<file path="src/rtl/key_match_scanner.sv">
// Sequential key search over an asynchronous-read memory: walks addresses
// 0..DEPTH-1, reports first-hit index and, in count mode, the number of hits.
module key_match_scanner #(
    parameter  int DATA_W = 8,
    parameter  int DEPTH  = 16,
    localparam int IDX_W  = $clog2(DEPTH),
    localparam int CNT_W  = $clog2(DEPTH + 1)
) (
    input  logic              clk,
    input  logic              reset_n,
    input  logic              start,
    input  logic              count_mode,
    input  logic [DATA_W-1:0] key,
    output logic [IDX_W-1:0]  mem_addr,
    output logic              mem_rd_en,
    input  logic [DATA_W-1:0] mem_rdata,
    output logic              busy,
    output logic              done,
    output logic              found,
    output logic [IDX_W-1:0]  match_idx,
    output logic [CNT_W-1:0]  match_count
);

    typedef enum logic [1:0] {
        S_IDLE,
        S_SCAN,
        S_DONE
    } state_t;

    state_t            state;
    state_t            state_n;
    logic [DATA_W-1:0] key_q;
    logic              mode_q;
    logic [IDX_W-1:0]  idx;
    logic              hit;
    logic              last;

    assign hit  = (state == S_SCAN) && (mem_rdata == key_q);
    assign last = (idx == IDX_W'(DEPTH - 1));

    always_ff @(posedge clk) begin
        if (!reset_n) begin
            state <= S_IDLE;
        end else begin
            state <= state_n;
        end
    end

    always_comb begin
        state_n = state;
        case (state)
            S_IDLE: if (start) state_n = S_SCAN;
            S_SCAN: if ((hit && !mode_q) || last) state_n = S_DONE;
            S_DONE: state_n = S_IDLE;
            default: state_n = S_IDLE;
        endcase
    end

    always_comb begin
        busy      = (state == S_SCAN);
        mem_rd_en = (state == S_SCAN);
        done      = (state == S_DONE);
        mem_addr  = (state == S_SCAN) ? idx : '0;
    end

    // Results are only touched on an accepted start or during SCAN, so they
    // hold from the done pulse until the next accepted start.
    always_ff @(posedge clk) begin
        if (!reset_n) begin
            key_q       <= '0;
            mode_q      <= 1'b0;
            idx         <= '0;
            found       <= 1'b0;
            match_idx   <= '0;
            match_count <= '0;
        end else begin
            case (state)
                S_IDLE: begin
                    if (start) begin
                        key_q       <= key;
                        mode_q      <= count_mode;
                        idx         <= '0;
                        found       <= 1'b0;
                        match_idx   <= '0;
                        match_count <= '0;
                    end
                end
                S_SCAN: begin
                    if (hit) begin
                        match_count <= match_count + CNT_W'(1);
                        if (!found) begin
                            found     <= 1'b1;
                            match_idx <= idx;
                        end
                    end
                    if (!last && !(hit && !mode_q)) begin
                        idx <= idx + IDX_W'(1);
                    end
                end
                default: begin
                end
            endcase
        end
    end

endmodule

</file>
<file path="config.mk">
export PLATFORM = sky130hd
export DESIGN_NAME = key_match_scanner
export DESIGN_NICKNAME = d
export VERILOG_FILES = /design/src/rtl/key_match_scanner.sv
export SDC_FILE = /design/constraint.sdc
export NUM_CORES = 1
export LEC_CHECK = 0
export CAP_MARGIN = 20
export CELL_PAD_IN_SITES_DETAIL_PLACEMENT = 1
export CELL_PAD_IN_SITES_GLOBAL_PLACEMENT = 1
export CORE_MARGIN = 2
export CORE_UTILIZATION = 30
export DETAILED_ROUTE_END_ITERATION = 8
export GPL_TIMING_DRIVEN = 0
export PLACE_DENSITY = 0.73
export SLEW_MARGIN = 20
export SYNTH_ARGS = -nofsm -noshare
export SYNTH_HDL_FRONTEND = slang
export SYNTH_SLANG_ARGS = --single-unit
</file>
<file path="constraint.sdc">
create_clock -name clk -period 1.6 [get_ports clk]
set_input_delay 0.32 -clock clk [delete_from_list [all_inputs] [get_ports clk]]
set_output_delay 0.32 -clock clk [all_outputs]
set_load 0.02 [all_outputs]
</file>
==> Word-level counts from Yosys, hierarchy flattened <==
Cells that the tools add are included.
{ "word_totals": {"ff_bits": 25, "elab_cells": 48, "input_bits": 20, "out_inout_bits": 17} }
{ "classes": {"n_mux": 16, "eq_ne": 9, "reduce_logical": 14, "n_addsub": 2} }
{ "ops": {"columns": ["operator", "count"], "rows": [
  ["$mux W4", 5],
  ["$pmux W4 S2", 2],
  ["$mux W5", 2],
  ["$pmux W5 S2", 1],
  ["$eq A8 B8 Y1", 1],
  ["$ne A2 B1 Y1 const B", 3],
  ["$reduce_and A3 Y1", 2],
  ["$add A5 B1 Y5 const B", 1],
  ["$add A4 B1 Y4 const B", 1],
  ["$eq A4 B4 Y1 const B", 1],
  ["$mux W2", 2],
  ["$ne A2 B2 Y1 const B", 2],
  ["$pmux W2 S2", 1],
  ["$reduce_and A2 Y1", 2],
  ["$reduce_and A4 Y1", 1],
  ["$logic_and A1 B1 Y1", 3],
  ["$logic_not A1 Y1", 3],
  ["$eq A2 B1 Y1 const B", 1],
  ["$eq A2 B2 Y1 const B", 1],
  ["$logic_not A2 Y1", 1],
  ["$mux W1", 2],
  ["$pmux W1 S2", 1],
  ["$reduce_bool A2 Y1", 1],
  ["$logic_or A1 B1 Y1", 1]
]} }

==> Depth between registers and ports, before layout <==
{ "depth": {"word_depth": 7, "depth_mapped": 7, "mapped_depth_nobuf": 5} }

==> Worst setup path before layout <==
OpenSTA, ideal clock, no wires.
{ "synth_path": {"path_kind": "register to register", "from": "reg state[0]", "to": "reg idx[3]", "required_ns": 1.480, "setup_slack_ns": -0.109, "stages_incl_launch_ff": 7, "synth_period_minus_slack_ns": 1.709, "path_buffers": 1, "t_arrival_ns": 1.590, "setup_ns": 0.120, "path_cell_list": "dfxtp_1 and2b_1 buf_4 and4_4 nand4b_1 and3_1 a211o_1"} }
{ "synth_via": {"elab_chain_cells": 7, "elab_cells_between_ends": 11, "classes_between": "3 x eq/ne; 1 x mux; 7 x reduce/logical"} }
{ "synth_lines": {"columns": ["item", "line_no", "rtl"], "rows": [
  ["start: declaration", "30", "state_t state;"],
  ["start signal: assignment", "45", "state <= state_n;"],
  ["$eq A2 B1 Y1 *", null, null],
  ["named net busy", "17", "output logic busy,"],
  ["$logic_and A1 B1 Y1", "38", "assign hit = (state == S_SCAN) && (mem_rdata == key_q);"],
  ["$logic_and A1 B1 Y1", "96", "if (!last && !(hit && !mode_q)) begin"],
  ["$logic_not A1 Y1", "96", null],
  ["$logic_and A1 B1 Y1", "96", null],
  ["$ne A2 B1 Y1 (no source line)", null, null],
  ["$reduce_and A3 Y1 (no source line)", null, null],
  ["end signal: assignment", "97", "idx <= idx + IDX_W'(1);"],
  ["end: declaration", "34", "logic [IDX_W-1:0] idx;"]
]} }
Mark *: on every way through the listed nets, which the timed path passes. The rest lies on a longest branch.
A chain may end at the register's enable or synchronous reset.

==> Final worst setup path <==
{ "layout_path": {"from": "reg state[1]", "to": "reg match_idx[1]"} }
{ "layout_via": {"elab_chain_cells": 4, "elab_cells_between_ends": 9, "classes_between": "4 x eq/ne; 1 x mux; 4 x reduce/logical"} }
{ "layout_lines": {"columns": ["item", "line_no", "rtl"], "rows": [
  ["$eq A2 B1 Y1", "38, 77", null],
  ["$logic_and A1 B1 Y1", "38", null],
  ["$ne A2 B1 Y1 (no source line)", null, null],
  ["$reduce_and A4 Y1 (no source line)", null, null],
  ["end signal: assignment", "93", "match_idx <= idx;"],
  ["end: declaration", "20", "output logic [IDX_W-1:0] match_idx,"]
]} }
Parallel ways exist; a longest one is shown, timed or not.

==> results by group <==
GRT
  • Initial antenna violation count: 0
  • First-pass GRT wire length: 5844 um
  • Number of global-route vias before repair: 1277
  • Largest net degree at the start of global routing: 14
  • Total congestion overflow: 0
  • Total Routing Usage GR: between 10% and 20%

Yosys
  • Asr flop ratio synth: 0%
  • Top cells by area, synth: dfxtp_1 40%, nand2_1 7.5%, a21oi_1 6.0%, nand3_1 4.8%, xor2_1 3.5%
  • Syn Inst Count: 150
  • Synth cell types: 36
  • Largest family of logic cells by synthesized area: simple AND/OR/NAND/NOR gates
  • Post-synth top area cell: dfxtp_1
  • Post-Syn Nets: 172
  • Synth Register Bits: 25
  • Simple-gate share of the synthesized area: ~30%
  • YS warnings: 0
  • Synth top cells by count: 25 x dfxtp_1, 25 x nand2_1, 15 x a21oi_1, 12 x nand3_1, 8 x nor2_1
  • Xor/xnor cell area share of the yosys netlist: 5.606%
  • Syn Area/Cell: 8.333 um2
  • Adder-cell share of the synthesized area: around 2.0%
  • Post-synthesis sequential area ratio: between 40% and 50%
  • Netlist Area Pre-Place: between 1000 and 1500 um2
  • Post-synthesis mux area share: less than 1%
  • Post-synth top flop: dfxtp_1
  • Synth Area in Compound Gates: roughly 18%
  • Top-area cell type share of the netlist area: between 40% and 50%
  • Number of synthesized flops with an enable pin: 0

Drt
  • DRT Pass-1 Iters: 4
  • Avg Vias per Cell: just under 5
  • WL final: ~3600 um
  • DRC viols: 0
  • Antenna violation net count after detailed routing: 0
  • WL/cell: 14.21 um
  • Via count: between 1000 and 1500
  • Initial DRC Count: 46

Placed design
  • DP Area: 1684 um2
  • PortBufs: 36
  • Dpl ws: -0.6376 ns
  • HPWL after DPL: around 2500 um
  • Gpl congestion: roughly 0.79

CTS
  • Num Clock Sinks: 25
  • Number of buffers created by CTS: 3
  • TritonCTS clock tree: yes
  • Worst-skew pair later-pin latency: roughly 0.27 ns
  • Clk root buf: clkbuf_8
  • Clock transition at the registers of the reported paths: 0.09 ns
  • Max Buffers Root-to-Sink: 2
  • Hold-fix buffers at CTS: 0
  • # H-tree levels: 1

Floorplanning
  • # IOs: 37
  • Die H: 68.55 um
  • DIE AREA: between 4000 and 5000 um2
  • Die W: 68.55 um
  • Starting Density: approximately 31%
  • FP Rows: 23
  • Core Region: approximately 4000 um2

Worst setup path
  • Largest delay share family, worst path: simple AND/OR/NAND/NOR gates
  • WP data arrival: around 1.9 ns
  • Worst reg-to-reg setup slack: -0.09 ns
  • CP Class: reg -> reg
  • Worst-path cell chain: and2b_1 > buf_6 > and4_4 > nand3_4 > clkbuf_16 > nor3b_1 > o21a_1
  • Reg2Reg Launch Point: state[1]
  • CP endpoint kind: register
  • Slowest CP cell: dfxtp_4
  • R2R depth: 7
  • CP Max Fanout: 10
  • Startpoint Class: register
  • Reg2reg end: match_idx[1]
  • WP data required: around 1.8 ns
  • CP Buf/Inv Count: 2
  • Crit-path max cell delay: 0.35 ns

Final layout
  • Final Cell Area: between 1500 and 2000 um2
  • Total Nets Final: approximately 230
  • Layout area overhead: 52.95%
  • Layout cell share with drive strength beyond 1: between 20% and 30%
  • Diodes inserted: 0

Timing
  • Fin crit period: approximately 1.7 ns
  • RSZ-0062 raised after global routing: true
  • Final Max Slew Viols: 0
  • Worst setup margin: -0.08707 ns
  • Measured slew at the worst slew-check pin: roughly 0.48 ns
  • Achievable clock frequency: 0.5927 GHz
  • Final worst path period share: 105.4%
  • Final Hold Fails: 0
  • Clock Skews: roughly 0.0015 ns
  • Max-slew headroom: roughly two thirds
  • Final setup fails: 11

Status
  • Violated checks: negative setup slack
  • Status: finished with violations

Worst hold path
  • Beginning of the worst hold path: mode_q
  • HP Class: reg -> reg
  • Hold depth: 2
  • Hold path endpoint: mode_q

Pwr
  • Pwr dens: approximately 660 nW/um2
  • Leak Pwr: a little over 0.0008 uW
  • Maximum vdd drop: 0.3501 mV

Job
  • Max-Cap Viols: 0
metrics by stage:
step	hold slack, ns	power (uW)	setup TNS [ns]	util [%]	std cells
2_1_floorplan	0.4311	770.8	-0.05436	-	150
3_3_place_gp	0.4439	854.9	-12.81	42.10	236
3_5_place_dp	0.4507	862.2	-13.65	42.10	236
4_1_cts	0.4642	1262	-0.5785	45.61	249
5_1_grt	0.4859	1318	-1.486	47.79	252
6_report	0.4605	1259	-0.6630	47.79	252
repair_timing:
item / CTS / global route
pin swaps: 8 / 10
endpoints found under the setup margin: 35 / 30
resized for setup: 49 / 24
setup buffers: 9 / 3
metal layers:
metal | global-route usage, % | wire length (um) | share of wire, %
met4 | 8.000 | 58 | 1.6
met1 | 19.96 | 1509 | 42
met2 | 28.73 | 1849 | 52
met3 | 2.760 | 165 | 4.6
met5 | 0 | 0 | 0
sequential cells by signal, indices dropped and copies added, names as in the netlist:
signal       cells
found            1
state            2
idx              4
match_count      5
mode_q           1
match_idx        4
key_q            8
how the worst max path moves through the flow:
| stage | from | endpoint | slack (ns) | cells past startpoint |
|---|---|---|---|---|
| global placement | start | found | -0.59 | 7 |
| floorplan | state[1] | idx[3] | -0.05 | 6 |
| finish | state[1] | match_idx[1] | -0.09 | 7 |
| detailed placement | start | found | -0.64 | 7 |
| global route | state[1] | idx[3] | -0.16 | 7 |
| CTS | state[1] | mem_addr[0] | -0.09 | 5 |
placed cells by master, fill, tap and decap left out, types with 5 or more instances in the layout:
cell              n
nand2_1          25
dfxtp_1          23
clkdlybuf4s50_1  21
a21oi_1          15
buf_4            11
nand3_1          10
buf_6             9
nor2_1            6
dlygate4sd2_1     6
xor2_1            5
o21a_1            5
where the power goes:
| part | internal, uW | switching (uW) |
|---|---|---|
| Combinational | 117 | 105 |
| Clock | 179 | 204 |
| Sequential | 639 | 15.7 |
kinds of logic (layout without fill, tap and decap cells):
logic type,after synthesis,in the layout
compound gates,34,34
buf+inv,9,61
mux,1,1
simple gates,71,71
fa+ha+maj,2,2
flops,25,25
xor+xnor,8,8
cell type report:
cell class | count | area [um2]
timing repair buffer | 48 | 455.4
sequential | 25 | 508.0
fill | 470 | 2088
buffer | 8 | 76.32
multi-input combinational | 116 | 760.7
clock buffer | 4 | 45.04
inverter | 1 | 3.754
tap | 50 | 62.56
worst register-to-register path, delay by kind of cell, from the launching register on:
| family | cells | cell delay, ns |
|---|---|---|
| buffers and inverters | 2 | 0.33 |
| flip-flops | 1 | 0.35 |
| AO/OA/AOI/OAI | 1 | 0.15 |
| AND/OR/NAND/NOR | 4 | 0.80 |
(Power assumes the default switching activity.)
